==> src/rtl/muxn_pipe.sv <==
// Registered N-input select stage with a valid/ready handshake and a 2-entry skid buffer.
// Out-of-range selects produce zero data, are flagged with the word, and are counted.
module muxn_pipe #(
  parameter int unsigned WIDTH  = 32,
  parameter int unsigned NUM_IN = 4,
  parameter int unsigned SEL_W  = 2,
  parameter int unsigned CNT_W  = 8
) (
  input  logic                    clk,
  input  logic                    rst,
  input  logic                    flush,
  input  logic [NUM_IN*WIDTH-1:0] in_data,
  input  logic [SEL_W-1:0]        in_sel,
  input  logic                    in_valid,
  output logic                    in_ready,
  output logic [WIDTH-1:0]        out_data,
  output logic                    out_oob,
  output logic                    out_valid,
  input  logic                    out_ready,
  output logic [CNT_W-1:0]        err_cnt
);

  if (NUM_IN < 2 || NUM_IN > (1 << SEL_W)) begin : gen_bad_param
    $error("muxn_pipe: NUM_IN must lie in 2..2**SEL_W");
  end

  localparam logic [CNT_W-1:0] CntMax = '1;

  logic [WIDTH-1:0] sel_word;
  logic             sel_oob;

  logic [WIDTH-1:0] main_data_q, main_data_d;
  logic             main_oob_q, main_oob_d;
  logic             main_valid_q, main_valid_d;
  logic [WIDTH-1:0] skid_data_q, skid_data_d;
  logic             skid_oob_q, skid_oob_d;
  logic             skid_valid_q, skid_valid_d;
  logic [CNT_W-1:0] err_cnt_q, err_cnt_d;

  logic accept;
  logic deliver;

  // Any select value not matching a real input falls through to zero data with oob set.
  always_comb begin
    sel_word = '0;
    sel_oob  = 1'b1;
    for (int unsigned i = 0; i < NUM_IN; i++) begin
      if (in_sel == SEL_W'(i)) begin
        sel_word = in_data[i*WIDTH +: WIDTH];
        sel_oob  = 1'b0;
      end
    end
  end

  // Ready depends on registered state only, never on out_ready.
  assign in_ready = !skid_valid_q && !rst;
  assign accept   = in_valid && in_ready;
  assign deliver  = main_valid_q && out_ready;

  always_comb begin
    main_data_d  = main_data_q;
    main_oob_d   = main_oob_q;
    main_valid_d = main_valid_q;
    skid_data_d  = skid_data_q;
    skid_oob_d   = skid_oob_q;
    skid_valid_d = skid_valid_q;

    if (flush) begin
      // Held words and any same-cycle accept are dropped; out_data keeps its last value.
      main_valid_d = 1'b0;
      skid_valid_d = 1'b0;
    end else if (!main_valid_q) begin
      if (accept) begin
        main_data_d  = sel_word;
        main_oob_d   = sel_oob;
        main_valid_d = 1'b1;
      end
    end else if (deliver) begin
      if (skid_valid_q) begin
        main_data_d  = skid_data_q;
        main_oob_d   = skid_oob_q;
        skid_valid_d = 1'b0;
      end else if (accept) begin
        main_data_d = sel_word;
        main_oob_d  = sel_oob;
      end else begin
        main_valid_d = 1'b0;
      end
    end else if (accept) begin
      skid_data_d  = sel_word;
      skid_oob_d   = sel_oob;
      skid_valid_d = 1'b1;
    end
  end

  // Counts oob accepts even when a flush discards them.
  always_comb begin
    err_cnt_d = err_cnt_q;
    if (accept && sel_oob && (err_cnt_q != CntMax)) begin
      err_cnt_d = err_cnt_q + CNT_W'(1);
    end
  end

  always_ff @(posedge clk) begin
    if (rst) begin
      main_data_q  <= '0;
      main_oob_q   <= 1'b0;
      main_valid_q <= 1'b0;
      skid_data_q  <= '0;
      skid_oob_q   <= 1'b0;
      skid_valid_q <= 1'b0;
      err_cnt_q    <= '0;
    end else begin
      main_data_q  <= main_data_d;
      main_oob_q   <= main_oob_d;
      main_valid_q <= main_valid_d;
      skid_data_q  <= skid_data_d;
      skid_oob_q   <= skid_oob_d;
      skid_valid_q <= skid_valid_d;
      err_cnt_q    <= err_cnt_d;
    end
  end

  assign out_data  = main_data_q;
  assign out_oob   = main_oob_q;
  assign out_valid = main_valid_q;
  assign err_cnt   = err_cnt_q;

endmodule

==> config.mk <==
export PLATFORM = sky130hd
export DESIGN_NAME = muxn_pipe
export DESIGN_NICKNAME = d
export VERILOG_FILES = /design/src/rtl/muxn_pipe.sv
export SDC_FILE = /design/constraint.sdc
export NUM_CORES = 1
export LEC_CHECK = 0
export ABC_AREA = 1
export CAP_MARGIN = 10
export CORE_ASPECT_RATIO = 2
export CORE_MARGIN = 2
export CORE_UTILIZATION = 47
export DETAILED_ROUTE_END_ITERATION = 7
export HOLD_SLACK_MARGIN = 0.05
export PLACE_DENSITY = 0.91
export SYNTH_ARGS = -nofsm -noshare
export SYNTH_HDL_FRONTEND = slang
export SYNTH_SLANG_ARGS = --single-unit
export TNS_END_PERCENT = 5
==> constraint.sdc <==
create_clock -name clk -period 3.7 [get_ports clk]
set_input_delay 0.37 -clock clk [delete_from_list [all_inputs] [get_ports clk]]
set_output_delay 0.37 -clock clk [all_outputs]
set_load 0.02 [all_outputs]
== Word-level counts from Yosys, hierarchy flattened ==
Index checks and enable logic that the tools add are counted.

* Reduce and logical (&&, ||, !) cells: 13
* $mul: 0
* Bitwise logic cells: 2
* Add/subtract/negate cells: 1
* Equal/unequal tests: 5
* Multiplexer cells: 22
* Shift-type cells: 0
* Divide/modulo/power cells: 0
* Magnitude comparators: 0

{| class="wikitable"
|+ Operators with widths
! operator !! number
|-
| $mux 32 || 8
|-
| $mux 1 || 14
|-
| $add 8x1->8 const B || 1
|-
| $ne 8x8->1 const B || 1
|-
| $logic_and 1x1->1 || 5
|-
| $eq 2x2->1 const B || 2
|-
| $reduce_and 2->1 || 2
|-
| $reduce_and 4->1 || 1
|-
| $eq 2x1->1 const B || 1
|-
| $logic_not 1->1 || 2
|-
| $logic_not 2->1 || 1
|-
| $ne 2x1->1 const B || 1
|-
| $not 1->1 || 2
|-
| $reduce_bool 2->1 || 1
|-
| $reduce_or 2->1 || 1
|}

* Output and inout bits: 43
* ROM bits: 0
* Register bits after elaboration: 76
* Logic and storage cells: 50
* Bits of input ports: 135
* RAM bits: 0
* Bits in latches: 0
* Memories: 0

== Depth between registers and ports, before layout ==
Gate-level depths: netlist (run 1).

* Word-level depth: 9
* Gate-level depth with buffers: 9
* Depth with buffers taken out: 7

== Worst setup path after synthesis (run 1) ==
No wires, ideal clock.

* Path kind: input -> register
* From: input port rst
* To: register main_data_q[0] (netlist: out_data[0])
* Arrival: 1.251 ns
* Required time: 3.587 ns
* Stages on the path: 8
* Path slack: 2.336 ns
* Library setup time: 0.113 ns
* Cell sequence: buf_6 > nor2_4 > nand2_1 > inv_2 > nand2_2 > buf_6 > nor2_1 > nor2_1

* Longest elaborated chain between the ends: 7

{| class="wikitable"
|+ RTL lines
! element !! RTL line !! RTL
|-
| start: declaration || 10 || <nowiki>input logic rst,</nowiki>
|-
| $logic_not 1->1 * || 56 || <nowiki>assign in_ready = !skid_valid_q && !rst;</nowiki>
|-
| $logic_and 1x1->1 * || 56 ||
|-
| named net in_ready || 15 || <nowiki>output logic in_ready,</nowiki>
|-
| $logic_and 1x1->1 * || 57 || <nowiki>assign accept = in_valid && in_ready;</nowiki>
|-
| $mux 32 * || -- ||
|-
| $mux 32 (2 in series) || -- ||
|-
| $mux 32 * || -- ||
|-
| end signal: assignment || 114 || <nowiki>main_data_q <= main_data_d;</nowiki>
|-
| end: declaration || 32 || <nowiki>logic [WIDTH-1:0] main_data_q, main_data_d;</nowiki>
|}

The timed path passes the listed nets; every way through them passes the cells marked *. The select of a mux whose other input is x is not followed.
A chain may end at the register's enable or synchronous reset.

== Worst setup path in the final report (run 1) ==
* From: input port rst
* To: output port in_ready

* Longest elaborated chain between the ends: 2

{| class="wikitable"
|+ RTL lines
! element !! RTL line
|-
| $logic_not 1->1 || 56
|-
| $logic_and 1x1->1 || 56
|-
| end: declaration || 15
|}

No other way between the ends.

==> results.sh, run 1 <==
export IMPL_place_hpwl_mm=9.63
export IMPL_reg2regPathDepth=5
export IMPL_num_rows=49
export IMPL_status="finished, final reports clean"
export IMPL_yosysUniqueCellTypes=19
export IMPL_post_cts_resized=0
export IMPL_hp_class="reg2reg"
export IMPL_die_h_um=139
export IMPL_yosys_register_bits=76
export IMPL_worst_skew_pair_late_latency_ns=0.34
export IMPL_cts_max_level=3
export IMPL_fin_cells=963
export IMPL_yosysWarningCount=0
export IMPL_die_area_um2=9880
export IMPL_start_util_pct=47.9
export IMPL_track_usage_pct=27.9
export IMPL_synth_edf_count=0
export IMPL_syn_num_nets=844
export IMPL_syn_area_um2=4260
export IMPL_ctsLongestPathBuffers=2
export IMPL_setup_ws_ns=1.67
export IMPL_syn_inst=709
export IMPL_grt_use_met3_pct=5.09
export IMPL_yosys_top_cells_area="dfxtp_1 36%, nor2_1 18%, nand2_1 14%"
export IMPL_grt_max_degree=65
export IMPL_rsz0062_at_grt="no"
export IMPL_leakagePower_nw=2.85
export IMPL_min_to="err_cnt[6]"
export IMPL_die_x_um=71.3
export IMPL_gp_congestion=0.886
export IMPL_cts_hold_buf=0
export IMPL_yosysTopAreaCell="dfxtp_1"
export IMPL_r2r_setup_slack_ns=1.80
export IMPL_drt_iter0_markers=361
export IMPL_grt_antenna_before_repair=0
export IMPL_finalHoldViolations=0
export IMPL_io_pin_count=178
export IMPL_skew_ns=0.00496
export IMPL_yosys_cell_count_top_type="nor2_1"
export IMPL_r2r_start="out_valid"
export IMPL_cp_arrival_ns=1.66
export IMPL_p_total_mw=2.10
export IMPL_grt_met1_usage_pct=28.5
export IMPL_drc_errors=0
export IMPL_cts_made_buffers=9
export IMPL_timing_fmax_ghz=0.492
export IMPL_port_buffers=177
export IMPL_ys_seq_area_share_pct=35.7
export IMPL_diodes=0
export IMPL_postRouteAntennaNets=0
export IMPL_postSynthAreaPerCell_um2=6.01
export IMPL_cts_tree="done"
export IMPL_cap_violations=0
export IMPL_worst_setup_path_type="in2out"
export IMPL_viasPerCell=5.19
export IMPL_hold_path_cell_count=2
export IMPL_clock_sinks=76
export IMPL_ir_drop_mv=0.260
export IMPL_overflow=0
export IMPL_drt_wl_total_mm=13.8
export IMPL_dp_cells=947
export IMPL_post_drt_wl_per_cell_um=14.3
export IMPL_async_flop_share_pct=0
export IMPL_worstSetupEndpointType="output port"
export IMPL_utilization_pct=69.6
export IMPL_first_pass_iters=5
export IMPL_cts_root_buf="clkbuf_16"
export IMPL_pre_cts_slack_ns=1.40
export IMPL_area_growth_syn_to_layout_pct=45.3
export IMPL_period_minus_slack_ns=2.03
export IMPL_fillCellCount=728
export IMPL_cts_setup_buffers=0
export IMPL_setup_viol=0
export IMPL_core_area_um2=8890
export IMPL_relSlewSlack_pct=29.0
export IMPL_gr_usage_met2_pct=50.9
export IMPL_min_from="err_cnt[6]"
export IMPL_cp_start_kind="primary input"
export IMPL_timing_final_crit_share_pct=54.9
export IMPL_drv_slew=0
export IMPL_ys_flop_type="dfxtp_1"
export IMPL_synthDominantCellAreaShare_pct=35.7
export IMPL_drive_above_1_share_pct=3.48
export IMPL_clk_pin_slew_ns=0.06
export IMPL_grt_first_pass_wirelength_mm=21.9
export IMPL_grt_pass1_vias=4897
export IMPL_power_density_nw_per_um2=339
export IMPL_tightest_slew_ns=1.06
export IMPL_crit_fanout=43
export IMPL_setup_tns_final_ns=0
export IMPL_cp_required_ns=3.33
export IMPL_grt_busiest_layer="met2"
export IMPL_vias=4994
export IMPL_r2r_end="skid_data_q[28]"
export IMPL_fin_nets=991
export IMPL_synthTopCellsByCount="204 x nor2_1, 164 x nand2_1, 98 x nand3_1"
==> worst max-delay path by stage <==
stage,start,endpoint,cells after the start
final,rst,in_ready,3
after floorplan,rst,out_data[0],8
after CTS,rst,in_ready,3
after detailed placement,out_ready,skid_data_q[27],5
after global placement,out_ready,skid_data_q[27],5
after global routing,out_ready,skid_data_q[23],6
==> cell type report <==
class | count | area, µm² | area share [%]
tap | 102 | 128 | 2.06
timing repair buffer | 182 | 1790 | 29.0
clock inverter | 1 | 5.00 | 0.0809
sequential | 76 | 1520 | 24.6
multi-input combinational | 509 | 2170 | 35.1
clock buffer | 15 | 278 | 4.49
inverter | 78 | 293 | 4.73
==> routing by layer <==
metal	up-vias	share of wire, %
met3	55	5.8
met1	2244	36
li1	2480	-
met2	215	53
met4	0	5.3
met5	-	0
==> power by group <==
part | switching, mW | internal, mW | total, mW | leakage [nW]
registers | 0.0120 | 0.840 | 0.852 | 0.616
logic | 0.200 | 0.212 | 0.411 | 2.09
clock network | 0.329 | 0.509 | 0.838 | 0.140
==> cells by family (layout without fill, tap and decap cells) <==
group                  after synthesis  count (layout)  synth area share (%)
AO/OA/AOI/OAI                        3               3                 0.382
AND/OR/NAND/NOR                    506             506                  50.5
buffers and inverters              124             276                  13.4
flip-flops                          76              76                  35.7
==> worst max-delay path, stage by stage <==
cell	delay [ns]
buf_2	0.65
nor2_4	0.07
clkdlybuf4s50_1	0.57
==> registers in the layout (all words and copies together), names as in the netlist <==
register / count
skid_oob_q: 1
out_data: 32
skid_data_q: 32
out_oob: 1
skid_valid_q: 1
err_cnt: 8
out_valid: 1
==> per-stage QoR <==
step           hold WS [ns]  instance area (µm²)
2_1_floorplan         0.424                 4260
3_5_place_dp          0.415                 5910
3_3_place_gp          0.409                 5910
5_1_grt               0.441                 6190
4_1_cts               0.424                 6190
6_report              0.419                 6190
==> cell usage in the layout, fill, tap and decap left out <==
cell	netlist	routed
buf_2	23	3
dfxtp_1	76	76
clkdlybuf4s50_1	0	174
nand4_1	33	33
a21oi_1	1	1
clkinv_2	0	1
nand3_1	98	98
clkbuf_1	13	3
nor2_1	204	203
nand2_2	2	2
nor2_4	2	2
o21ai_0	1	1
nand2_1	164	164
clkbuf_16	0	9
nor3_1	1	1
a31oi_1	1	1
nand4_4	1	1
nand2_4	1	1
nor2_2	0	1
clkinv_1	1	1
clkbuf_8	0	3
inv_1	75	75
inv_2	2	2
buf_4	0	5
(Power assumes the default switching activity.)
==> inputs of run 2 (changes only) <==
--- a/config.mk
+++ b/config.mk
@@ -9,10 +9,10 @@
 export CAP_MARGIN = 10
 export CORE_ASPECT_RATIO = 2
 export CORE_MARGIN = 2
-export CORE_UTILIZATION = 47
+export CORE_UTILIZATION = 43
 export DETAILED_ROUTE_END_ITERATION = 7
 export HOLD_SLACK_MARGIN = 0.05
-export PLACE_DENSITY = 0.91
+export PLACE_DENSITY = 0.85
 export SYNTH_ARGS = -nofsm -noshare
 export SYNTH_HDL_FRONTEND = slang
 export SYNTH_SLANG_ARGS = --single-unit
==> constraint.sdc (replaced) <==
create_clock -name clk -period 1.87 [get_ports clk]
set_input_delay 0.187 -clock clk [delete_from_list [all_inputs] [get_ports clk]]
set_output_delay 0.187 -clock clk [all_outputs]
set_load 0.02 [all_outputs]
==> run 2 against run 1 <==
  * Sequential power is 98% higher
  * Clock power increased by 100%
  * Highest routed layer unchanged
  * Sequential share of layout area decreased by 0.64 points
  * Die area grew 8.9%
  * Largest cell class unchanged
  * Critical path type is now reg2out
  * Routed wire length decreased by 3.7%
  * Largest power group unchanged
  * Worst setup slack got worse by 1.5 ns
  * Critical path depth shrank 1
  * Non-clock buffer count grew 11
  * Global-route usage shrank 3.0 points
  * Design area up 2.7%
  * Clock skew shrank 0.00085 ns
==> results.sh, run 2 (synthesis gave the netlist of run 1 again) <==
export IMPL_status="finished, final reports clean"
export IMPL_setup_ws_ns=0.201
export IMPL_cts_setup_buffers=0
export IMPL_die_h_um=145
export IMPL_grt_max_degree=65
export IMPL_worstSetupEndpointType="output port"
export IMPL_start_util_pct=43.9
export IMPL_p_total_mw=4.21
export IMPL_leakagePower_nw=2.92
export IMPL_core_area_um2=9700
export IMPL_gp_congestion=0.840
export IMPL_cts_max_level=3
export IMPL_timing_final_crit_share_pct=89.3
export IMPL_cp_arrival_ns=1.48
export IMPL_area_growth_syn_to_layout_pct=49.3
export IMPL_die_x_um=74.4
export IMPL_die_area_um2=10800
export IMPL_multiInputGateArea_um2=2170
export IMPL_track_usage_pct=25.0
export IMPL_pre_cts_slack_ns=0.0891
export IMPL_num_rows=51
export IMPL_seqCellArea_um2=1520
export IMPL_drv_slew=0
export IMPL_switchingPower_mw=1.02
export IMPL_post_cts_resized=0
export IMPL_cts_hold_buf=0
export IMPL_hp_class="in2reg"
export IMPL_clock_sinks=76
export IMPL_tightest_slew_ns=0.572
export IMPL_post_drt_wl_per_cell_um=13.3
export IMPL_crit_fanout=4
export IMPL_overflow=0
export IMPL_finalHoldViolations=0
export IMPL_seqPwrFrac_pct=40.1
export IMPL_ctsLongestPathBuffers=2
export IMPL_power_density_nw_per_um2=662
export IMPL_port_buffers=177
export IMPL_p_int_mw=3.18
export IMPL_rsz0062_at_grt="no"
export IMPL_utilization_pct=65.5
export IMPL_drive_above_1_share_pct=4.71
export IMPL_cp_required_ns=1.68
export IMPL_relSlewSlack_pct=61.8
export IMPL_worst_skew_pair_late_latency_ns=0.33
export IMPL_io_pin_count=178
export IMPL_cp_start_kind="flop"
export IMPL_fin_nets=1002
export IMPL_drt_iter0_markers=200
export IMPL_p_sw_share_pct=24.3
export IMPL_ir_drop_mv=0.473
export IMPL_cts_tree="done"
export IMPL_vias=4876
export IMPL_layout_common_cells="203 x nor2_1, 174 x clkdlybuf4s50_1, 164 x nand2_1, 98 x nand3_1, 76 x dfxtp_1"
export IMPL_place_hpwl_mm=9.85
export IMPL_setup_viol=0
export IMPL_drt_wl_total_mm=13.3
export IMPL_pwr_share_clk_pct=40.3
export IMPL_skew_ns=0.00412
export IMPL_postRouteAntennaNets=0
export IMPL_diodes=0
export IMPL_fillCellCount=869
export IMPL_worst_setup_path_type="reg2out"
export IMPL_first_pass_iters=4
export IMPL_timing_fmax_ghz=0.599
export IMPL_setup_tns_final_ns=0
export IMPL_period_minus_slack_ns=1.67
export IMPL_cts_root_buf="clkbuf_16"
export IMPL_grt_first_pass_wirelength_mm=20.8
export IMPL_hold_slack_ns=0.337
export IMPL_viasPerCell=4.87
export IMPL_grt_pass1_vias=4555
export IMPL_layout_commonest_cell="nor2_1"
export IMPL_clk_pin_slew_ns=0.05
export IMPL_cap_violations=0
export IMPL_p_comb_share_pct=19.6
export IMPL_drc_errors=0
export IMPL_cts_made_buffers=9
export IMPL_grt_antenna_before_repair=0
-- run 2: cell count changes in the layout (fill, tap and decap cells not counted), sizes merged --
| cell | before | now |
|---|---|---|
| buf | 8 | 19 |
| clkbuf | 15 | 12 |
| bufinv | 0 | 1 |
-- run 2: layout make-up --
| class | count | area share, % |
|---|---|---|
| tap | 132 | 2.60 |
| clock inverter | 2 | 0.551 |
| multi-input combinational | 509 | 34.1 |
| clock buffer | 12 | 4.04 |
| inverter | 78 | 4.61 |
| sequential | 76 | 23.9 |
| timing repair buffer | 193 | 30.1 |
-- run 2: worst max-delay path, stage by stage, from the launching register on --
cell             delay, ns
dfxtp_1               0.35
nor2_4                0.18
clkdlybuf4s50_1       0.63
-- run 2: power groups by stage --
stage | Sequential [mW] | Clock, mW | Combinational [mW]
global placement | 1.72 | 0 | 0.817
detailed placement | 1.72 | 0 | 0.823
CTS | 1.69 | 1.71 | 0.828
floorplan | 1.76 | 0 | 0.326
global route | 1.69 | 1.79 | 0.897
finish | 1.69 | 1.69 | 0.823
-- run 2: stage by stage --
step,instance area [µm²],instances
2_1_floorplan,4260,709
3_3_place_gp,6060,988
3_5_place_dp,6060,988
4_1_cts,6350,1002
5_1_grt,6350,1002
6_report,6350,1002
-- run 2: routing by layer --
| layer | global-route usage, % | wire length (µm) | vias up |
|---|---|---|---|
| li1 | - | - | 2507 |
| met1 | 26.1 | 4710 | 2173 |
| met2 | 46.2 | 7490 | 166 |
| met3 | 3.39 | 601 | 30 |
| met4 | 13.3 | 478 | 0 |
| met5 | 0 | 0 | - |
-- run 2: worst paths after layout --
check	start	end	slack, ns	depth (start not counted)
worst max register to register	out_valid	out_data[19]	0.42	7
worst min register to register	err_cnt[1]	err_cnt[1]	0.42	2
worst max-delay path	skid_valid_q	in_ready	0.20	2
worst min-delay path	rst	out_data[8]	0.34	4
